$ cat config.mk
export PLATFORM = sky130hd
export DESIGN_NAME = avalon_master
export DESIGN_NICKNAME = d
export VERILOG_FILES = /design/src/rtl/avalon_pkg.sv /design/src/rtl/cycle_counter.sv /design/src/rtl/avalon_master.sv
export SDC_FILE = /design/constraint.sdc
export NUM_CORES = 1
export LEC_CHECK = 0
export BUFFER_PORTS_ARGS = -buffer_cell sky130_fd_sc_hd__buf_4
export CELL_PAD_IN_SITES_DETAIL_PLACEMENT = 0
export CELL_PAD_IN_SITES_GLOBAL_PLACEMENT = 1
export CORE_ASPECT_RATIO = 1.1
export CORE_MARGIN = 4
export CORE_UTILIZATION = 37
export CTS_BUF_LIST = sky130_fd_sc_hd__clkbuf_4 sky130_fd_sc_hd__clkbuf_8 sky130_fd_sc_hd__clkbuf_16
export CTS_CLUSTER_DIAMETER = 80
export DETAILED_ROUTE_END_ITERATION = 12
export PLACE_DENSITY_LB_ADDON = 0.1
export SYNTH_ARGS = -nofsm -noshare
export SYNTH_HDL_FRONTEND = slang
export SYNTH_SLANG_ARGS = --single-unit
$ cat constraint.sdc
create_clock -name clk -period 2.3 [get_ports clk]
set_input_delay 0.23 -clock clk [delete_from_list [all_inputs] [get_ports clk]]
set_output_delay 0.23 -clock clk [all_outputs]
set_load 0.01 [all_outputs]
$ cat src/rtl/avalon_pkg.sv
`default_nettype none
// ============================================================================
//  Module      : avalon_pkg
//  Description : Shared types and constants for the Avalon-MM master and the
//                8-bit packet-control register slave it drives.
//                Contents: response codes, master FSM states, register map,
//                VERSION reset value, address range helper.
//  Revision    : 1.0  initial release
// ============================================================================
package avalon_pkg;

    // Response code returned on the command/response port
    typedef enum logic [1:0] {
        RSP_OK      = 2'b00,
        RSP_DECERR  = 2'b01,
        RSP_TIMEOUT = 2'b10
    } rsp_t;

    // Master sequencing states
    typedef enum logic [1:0] {
        IDLE = 2'd0,
        BUS  = 2'd1,
        GAP  = 2'd2
    } state_t;

    // Register map of the packet-control slave
    localparam logic [7:0] REG_NUMPKTS   = 8'd0;
    localparam logic [7:0] REG_START     = 8'd1;
    localparam logic [7:0] REG_STOP      = 8'd2;
    localparam logic [7:0] REG_PKTLENGTH = 8'd3;
    localparam logic [7:0] REG_PAYLOAD   = 8'd4;
    localparam logic [7:0] REG_VERSION   = 8'd5;
    localparam logic [7:0] REG_SCRATCH   = 8'd6;

    localparam logic [7:0] VERSION_RESET = 8'h12;

    // True when addr names one of the first num_regs registers
    function automatic logic addr_in_range(input logic [7:0] addr, input int num_regs);
        return ({24'd0, addr} < num_regs);
    endfunction

endpackage
`default_nettype wire

$ cat src/rtl/cycle_counter.sv
`default_nettype none
// ============================================================================
//  Module      : cycle_counter
//  Description : Loadable down-counter with a zero flag. Decrement stops at 0.
//  Ports       : clk, reset (async, active-low), load, load_value[W-1:0],
//                dec, zero
//  Revision    : 1.0  initial release
// ============================================================================
module cycle_counter #(
    parameter int W = 4
) (
    input  logic         clk,
    input  logic         reset,
    input  logic         load,
    input  logic [W-1:0] load_value,
    input  logic         dec,
    output logic         zero
);

    logic [W-1:0] count;

    always_ff @(posedge clk or negedge reset) begin
        if (!reset) begin
            count <= '0;
        end else if (load) begin
            count <= load_value;
        end else if (dec && (count != '0)) begin
            count <= count - 1'b1;
        end
    end

    assign zero = (count == '0);

endmodule
`default_nettype wire

$ cat src/rtl/avalon_master.sv
`default_nettype none
// ============================================================================
//  Module      : avalon_master
//  Description : Avalon-MM master for the 8-bit packet-control register slave.
//                Accepts one command at a time, runs one read or write bus
//                cycle honouring waitrequest (with a bus timeout), returns a
//                one-cycle response, then holds the bus idle for IDLE_GAP
//                cycles so the slave's delay lines drain.
//  Ports       : clk, reset (async, active-low)
//                cmd_valid/cmd_ready/cmd_write/cmd_addr/cmd_wdata  command in
//                rsp_valid/rsp_code/rsp_rdata                      response out
//                address/read/write/writedata/readdata/waitrequest Avalon-MM
//  Revision    : 1.0  initial release
// ============================================================================
module avalon_master
    import avalon_pkg::*;
#(
    parameter int NUM_REGS = 7,
    parameter int TIMEOUT  = 16,
    parameter int IDLE_GAP = 4
) (
    input  logic       clk,
    input  logic       reset,
    input  logic       cmd_valid,
    output logic       cmd_ready,
    input  logic       cmd_write,
    input  logic [7:0] cmd_addr,
    input  logic [7:0] cmd_wdata,
    output logic       rsp_valid,
    output logic [1:0] rsp_code,
    output logic [7:0] rsp_rdata,
    output logic [7:0] address,
    output logic       read,
    output logic       write,
    output logic [7:0] writedata,
    input  logic [7:0] readdata,
    input  logic       waitrequest
);

    localparam int TO_W  = (TIMEOUT  > 1) ? $clog2(TIMEOUT)  : 1;
    localparam int GAP_W = (IDLE_GAP > 1) ? $clog2(IDLE_GAP) : 1;

    // Counters hold "edges remaining": a load of N-1 makes zero true on the Nth edge
    localparam logic [TO_W-1:0]  TO_LOAD  = TO_W'(TIMEOUT - 1);
    localparam logic [GAP_W-1:0] GAP_LOAD = GAP_W'((IDLE_GAP > 0) ? IDLE_GAP - 1 : 0);

    state_t     state;
    state_t     state_nxt;

    logic       accept;
    logic       addr_ok;
    logic       bus_done;

    logic       cmd_ready_nxt;
    logic       rsp_valid_nxt;
    rsp_t       rsp_code_nxt;
    logic [7:0] rsp_rdata_nxt;
    logic [7:0] address_nxt;
    logic       read_nxt;
    logic       write_nxt;
    logic [7:0] writedata_nxt;

    logic       to_load;
    logic       to_dec;
    logic       to_zero;
    logic       gap_load;
    logic       gap_dec;
    logic       gap_zero;

    assign accept   = cmd_valid && cmd_ready;
    assign addr_ok  = addr_in_range(cmd_addr, NUM_REGS);
    // Completion takes priority over timeout on the same edge
    assign bus_done = !waitrequest || to_zero;

    cycle_counter #(.W(TO_W)) u_timeout (
        .clk        (clk),
        .reset      (reset),
        .load       (to_load),
        .load_value (TO_LOAD),
        .dec        (to_dec),
        .zero       (to_zero)
    );

    cycle_counter #(.W(GAP_W)) u_gap (
        .clk        (clk),
        .reset      (reset),
        .load       (gap_load),
        .load_value (GAP_LOAD),
        .dec        (gap_dec),
        .zero       (gap_zero)
    );

    // ------------------------------------------------------------------
    // State and registered outputs
    // ------------------------------------------------------------------
    always_ff @(posedge clk or negedge reset) begin
        if (!reset) begin
            state     <= IDLE;
            cmd_ready <= 1'b0;
            rsp_valid <= 1'b0;
            rsp_code  <= 2'b00;
            rsp_rdata <= 8'h00;
            address   <= 8'h00;
            read      <= 1'b0;
            write     <= 1'b0;
            writedata <= 8'h00;
        end else begin
            state     <= state_nxt;
            cmd_ready <= cmd_ready_nxt;
            rsp_valid <= rsp_valid_nxt;
            rsp_code  <= rsp_code_nxt;
            rsp_rdata <= rsp_rdata_nxt;
            address   <= address_nxt;
            read      <= read_nxt;
            write     <= write_nxt;
            writedata <= writedata_nxt;
        end
    end

    // ------------------------------------------------------------------
    // Next state
    // ------------------------------------------------------------------
    always_comb begin
        state_nxt = state;
        case (state)
            IDLE: begin
                if (accept && addr_ok) begin
                    state_nxt = BUS;
                end
            end
            BUS: begin
                if (bus_done) begin
                    state_nxt = (IDLE_GAP == 0) ? IDLE : GAP;
                end
            end
            GAP: begin
                if (gap_zero) begin
                    state_nxt = IDLE;
                end
            end
            default: state_nxt = IDLE;
        endcase
    end

    // ------------------------------------------------------------------
    // Next values of the registered outputs and counter controls
    // ------------------------------------------------------------------
    always_comb begin
        cmd_ready_nxt = 1'b0;
        rsp_valid_nxt = 1'b0;
        rsp_code_nxt  = RSP_OK;
        rsp_rdata_nxt = 8'h00;
        address_nxt   = address;
        read_nxt      = read;
        write_nxt     = write;
        writedata_nxt = writedata;
        to_load       = 1'b0;
        to_dec        = 1'b0;
        gap_load      = 1'b0;
        gap_dec       = 1'b0;

        case (state)
            IDLE: begin
                // cmd_ready drops for one cycle after any accept, so a response
                // cycle never overlaps a new accept and responses never abut
                cmd_ready_nxt = !accept;
                if (accept) begin
                    if (addr_ok) begin
                        address_nxt   = cmd_addr;
                        writedata_nxt = cmd_wdata;
                        read_nxt      = !cmd_write;
                        write_nxt     = cmd_write;
                        to_load       = 1'b1;
                    end else begin
                        rsp_valid_nxt = 1'b1;
                        rsp_code_nxt  = RSP_DECERR;
                    end
                end
            end
            BUS: begin
                if (!waitrequest) begin
                    read_nxt      = 1'b0;
                    write_nxt     = 1'b0;
                    rsp_valid_nxt = 1'b1;
                    rsp_code_nxt  = RSP_OK;
                    rsp_rdata_nxt = read ? readdata : 8'h00;
                    gap_load      = 1'b1;
                end else if (to_zero) begin
                    read_nxt      = 1'b0;
                    write_nxt     = 1'b0;
                    rsp_valid_nxt = 1'b1;
                    rsp_code_nxt  = RSP_TIMEOUT;
                    gap_load      = 1'b1;
                end else begin
                    to_dec = 1'b1;
                end
            end
            GAP: begin
                read_nxt  = 1'b0;
                write_nxt = 1'b0;
                if (gap_zero) begin
                    cmd_ready_nxt = 1'b1;
                end else begin
                    gap_dec = 1'b1;
                end
            end
            default: begin
                read_nxt  = 1'b0;
                write_nxt = 1'b0;
            end
        endcase
    end

endmodule
`default_nettype wire
Word-level counts from Yosys, hierarchy flattened
Index checks and enable logic that the tools add are counted.
Widths: inputs -> output; s select.
{ "classes": {"n_addsub": 2, "n_eq_ne": 8, "n_lt_le_gt_ge": 1, "reduce_logical": 18, "muxes": 40} }
{ "ops": {"columns": ["op", "n"], "rows": [
  ["$mux 8", 3],
  ["$mux 1", 22],
  ["$mux 2", 7],
  ["$ne 2x2->1 const B", 5],
  ["$reduce_and 3->1", 3],
  ["$lt 8x3->1 const B", 1],
  ["$mux 4", 2],
  ["$pmux 1 s2", 4],
  ["$pmux 2 s3", 1],
  ["$reduce_bool 2->1", 3],
  ["$logic_and 1x1->1", 4],
  ["$logic_not 2->1", 2],
  ["$logic_not 4->1", 1],
  ["$pmux 2 s2", 1],
  ["$reduce_bool 4->1", 1],
  ["$sub 4x1->4 const B", 1],
  ["$logic_not 1->1", 3],
  ["$ne 3x3->1 const B", 1],
  ["$eq 2x1->1 const B", 1],
  ["$eq 2x2->1 const B", 1],
  ["$sub 2x1->2 const B", 1],
  ["$logic_or 1x1->1", 1]
]} }
{ "totals": {"word_cells": 80, "ff_bits": 38} }

Depth between registers and ports, before layout
{ "depth": {"ltp_word": 7, "depth_mapped": 6} }

Modules after synthesis
A second synthesis with hierarchy kept.
{ "hier_totals": {"hier_cells": 135, "area_unflattened_um2": 1690.4} }
{ "modules_own_cells": {"columns": ["mod", "cells_each", "area_per_inst_um2", "seq_area_each_um2", "n_inst"], "rows": [
  ["avalon_master", 95, 1287.5, 800.8, 1],
  ["cycle_counter at u_timeout", 27, 270.3, 100.1, 1],
  ["cycle_counter at u_gap", 13, 132.6, 50.0, 1]
]} }

Least setup slack after synthesis
Ideal clock, no wire load.
{ "synth_timing": {"path_type": "flip-flop to flip-flop", "startpoint": "reg u_timeout.count[0]", "endpoint": "reg write", "path_slack_ns": 0.643, "setup_time_ns": 0.122, "stages_incl_launch_ff": 7, "arrival_ns": 1.536, "path_cell_list": "dfrtp_1 -> inv_1 -> ha_1 -> or3b_2 -> nand2_1 -> o31ai_1 -> a32o_1"} }
{ "synth_between": {"elab_chain_len": 3} }
{ "synth_rtl": {"columns": ["element", "line", "source"], "rows": [
  ["from (decl)", "cycle_counter.sv:20", "logic [W-1:0] count;"],
  ["from (signal assigned)", "cycle_counter.sv:26", "count <= load_value;"],
  ["from (signal assigned)", "cycle_counter.sv:28", "count <= count - 1'b1;"],
  ["$logic_not 4->1", "cycle_counter.sv:32", "assign zero = (count == '0);"],
  ["$ne 3x3->1 (no line)", null, null],
  ["$reduce_and 3->1 (no line)", null, null],
  ["to (signal assigned)", "avalon_master.sv:115", "write <= write_nxt;"],
  ["to (decl)", "avalon_master.sv:34", "output logic write,"]
]} }
Every way passes these cells.
A chain may end at the register's enable or synchronous reset.

Worst setup path after layout
Same ends and word-level chain as after synthesis.

==> summary.md <==
| Metric | Value |
|---|---|
| Die area | `around 5300 um^2` |
| Worst-path cell with the longest stage delay | `or3b_2` |
| Synthesized-area fraction occupied by adder cells | `between 1.5 and 2%` |
| H-tree levels | `2` |
| Post-synthesis cell count | `114` |
| Crit. End Element | `flop` |
| Seq pwr share | `about half` |
| Routed via count | `1,060` |
| Gr ovfl total | `0` |
| Setup TNS | `0 ns` |
| CTS tree | `built` |
| Synth-to-layout area growth | `37.04%` |
| Cell internal pwr | `1.169 mW` |
| Die Ht | `~76 um` |
| Vias in the first global route | `1,082` |
| Slew headroom | `between 60% and 70%` |
| Xor-xnor portion of the synthesized cell area | `under 10%` |
| Gpl congestion | `0.6974` |
| Storage cell area | `around 950 um^2` |
| VDD IR max | `337.7 uV` |
| DR vias/cell | `approximately 4.7` |
| Post-Route Utilization | `between 50% and 60%` |
| Share of cells above drive strength 1 | `roughly 47%` |
| Starting Density | `roughly two fifths` |
| Initial drt markers | `30` |
| Nets | `207` |
| Tcrit/Tclk final | `just under 80%` |
| Simple-gate share of the synthesized area | `~18%` |
| Clock sinks | `38` |
| Yosys top cell by area | `dfrtp_1` |
| Clock slew at reported path FFs | `approximately 0.07 ns` |
| Fill cell count | `about 370` |
| Max incr delay on CP | `slightly below 0.5 ns` |
| Crit path cell chain | `inv_1 > ha_1 > or3b_2 > nand2_1 > o31ai_1 > a32o_1` |
| Pin count of the biggest net entering global routing | `39` |
| Mapped Area | `approximately 1500 um^2` |
| CP Launch Type | `flop` |
| Sequential share of the synthesized area | `between 60% and 70%` |
| Critical path peak fanout | `5` |
| Minimum clock period after layout | `around 1.8 ns` |
| Site row count | `24` |
| TritonCTS Buffers | `5` |
| Clk_skew | `0.004558 ns` |
| Die Width | `between 60 and 70 um` |
| First-pass GRT wire length | `between 5000 and 6000 um` |
| Setup WS pre-CTS | `around 0.42 ns` |
| Least-Margin Pin Slew | `about 0.51 ns` |
| Count of cell types in the netlist | `31` |
| Maximum clock path buffer count | `2` |
| Ports | `just under 60` |
| Final worst slack | `about 0.48 ns` |
| Clock Latency Late Sink | `between 0.2 and 0.3 ns` |
| Routed WL per cell | `about 14 um` |
| DRC viols | `0` |
| CTS root buf | `clkbuf_8` |
| DPL Wire Length | `2279 um` |
| Mux contribution to synthesized area | `11.54%` |
| Synth top area share | `61.74%` |
| CP Class | `flop to flop` |
| Power Dens Cells | `~740 nW/um^2` |
| Final hold viol count | `0` |
| Final slew viol count | `0` |
| Initial DRT Pass Iterations | `4` |
| Final setup viols | `0` |
| Yosys reg bits | `38` |
| # Max-Cap Violations | `0` |
| ANT cells | `0` |
| PortBufs | `58` |
| ANT nets after route | `0` |
| Status | `finished clean` |
| Worst Path Arrival | `1.99 ns` |
| NetSw | `394.5 uW` |
| Syn. warnings | `0` |
| Initial antenna violation count | `0` |
| Routed WL | `slightly above 3000 um` |
| Net switching share of the total power | `25.23%` |
| Worst path required time | `around 2.5 ns` |
| Overall routing resource usage | `12.54%` |
| Area contributors post-synth | `dfrtp_1, mux2_4, and2_1, nand2_1, ha_1` |
| Synth Area in Compound Gates | `between 3 and 4%` |
| Worst Hold Class | `input pin to flop` |
| Syn_area_per_cell | `between 10 and 15 um^2` |
| Static leakage | `around 1.1 nW` |
| RSZ-0062 raised after global routing | `false` |
| Combinational cell fraction of total power | `between 20% and 30%` |
| Multi-input logic area | `~550 um^2` |
| Clock power frac | `28.0%` |
| Peak Freq | `between 500 and 600 MHz` |
| Core area | `3994 um^2` |
| Largest family of logic cells by synthesized area | `simple AND/OR/NAND/NOR gates` |
| Syn nets | `145` |
## synth_stat cells, drive strengths merged
| cell type | n |
|---|---|
| buf | 1 |
| mux2i | 2 |
| o41ai | 1 |
| xnor2 | 2 |
| and4bb | 1 |
| and2 | 13 |
| inv | 4 |
| nor2 | 3 |
| nor3 | 2 |
| or2 | 1 |
| and3 | 1 |
| clkbuf | 3 |
| nand2 | 13 |
| dfrtp | 38 |
| and2b | 1 |
| o31ai | 1 |
| nor4 | 2 |
| a32o | 1 |
| o211ai | 2 |
| and3b | 1 |
| o2bb2ai | 1 |
| mux2 | 11 |
| nand4b | 1 |
| nand3 | 1 |
| nand3b | 2 |
| or3 | 1 |
| or3b | 2 |
| ha | 2 |
## cell type report
type	count	share of cell area, %
repair buffers	59	21.10
multi-input cells	68	26.14
inverters	4	0.7113
clock buffers	6	3.912
well taps	52	3.082
flip-flops and latches	38	45.05
## per-stage QoR
stage          power [mW]  instances  hold slack (ns)  area (um^2)
2_1_floorplan      0.9875        114         -0.06559         1540
3_3_place_gp        1.132        220           0.2232         2018
3_5_place_dp        1.146        220           0.2306         2018
4_1_cts             1.600        227           0.1177         2111
5_1_grt             1.660        227           0.1193         2111
6_report            1.563        227           0.1292         2111
## sequential cells by signal, summed over array words and instances, names as in the netlist
signal and cells:
read 1, u_gap.count 2, u_timeout.count 4, address 8
state 2, rsp_valid 1, rsp_rdata 8, writedata 8
cmd_ready 1, rsp_code 2, write 1
## path summary, 6_finish.rpt
path,startpoint,endpoint,slack (ns),cells after the start
max,u_timeout.count[0],write,0.48,6
min,cmd_write,read,0.13,2
max reg2reg,u_timeout.count[0],write,0.48,6
min reg2reg,address[5],address[5],0.49,1
max in group asynchronous,reset,address[2],1.51,2
min in group asynchronous,reset,u_timeout.count[3],0.46,2
## what timing repair did
item | in CTS | in global routing
setup buffers | 0 | 0
hold buffers | 1 | 0
endpoints found under the hold margin | 38 | 0
gates resized for setup | 0 | 0
## layout by cell type (no fill, tap or decap)
cell type      count
buf_4             58
dfrtp_1           38
and2_1            13
nand2_1           12
mux2_4             9
clkbuf_8           6
inv_1              4
nor2_1             3
or3b_2             2
nand3b_1           2
nor4_1             2
mux2i_1            2
o211ai_1           2
xnor2_1            2
mux2_2             2
ha_1               2
or2_2              1
or3_4              1
and3_1             1
nor3_4             1
o41ai_1            1
and4bb_2           1
nor3_2             1
and2b_1            1
and3b_1            1
o31ai_1            1
nand2_2            1
o2bb2ai_1          1
nand4b_1           1
nand3_1            1
a32o_1             1
dlygate4sd3_1      1
## cells by family after synthesis
logic type / after synthesis
AOI/OAI and AO/OA: 6
xor gates and xnor gates: 2
adders and majority gates: 2
buffers and inverters: 8
DFF: 38
muxes: 13
and+or+nand+nor: 45
## per-layer routing
metal | track usage [%] | wire length (um) | up-vias
met5 | 0 | 0 | -
met4 | 4.555 | 17 | 0
met3 | 6.069 | 285 | 2
met2 | 20.55 | 1558 | 38
met1 | 14.53 | 1257 | 514
li1 | - | - | 506
## worst max-delay path, delay by kind of cell, from the launching register on
kind / cells / cell delay (ns)
simple gates: 2 / 0.68
flops: 1 / 0.39
compound gates: 2 / 0.33
fa+ha+maj: 1 / 0.22
buf+inv: 1 / 0.09
## power by group through the flow
stage          combinational (mW)  clock [mW]  sequential [mW]
2_1_floorplan               0.164           0            0.823
3_3_place_gp                0.319           0            0.813
3_5_place_dp                0.330           0            0.816
4_1_cts                     0.333       0.464            0.804
5_1_grt                     0.363       0.484            0.813
6_report                    0.324       0.437            0.803
Power figures use the tool's default switching activity.
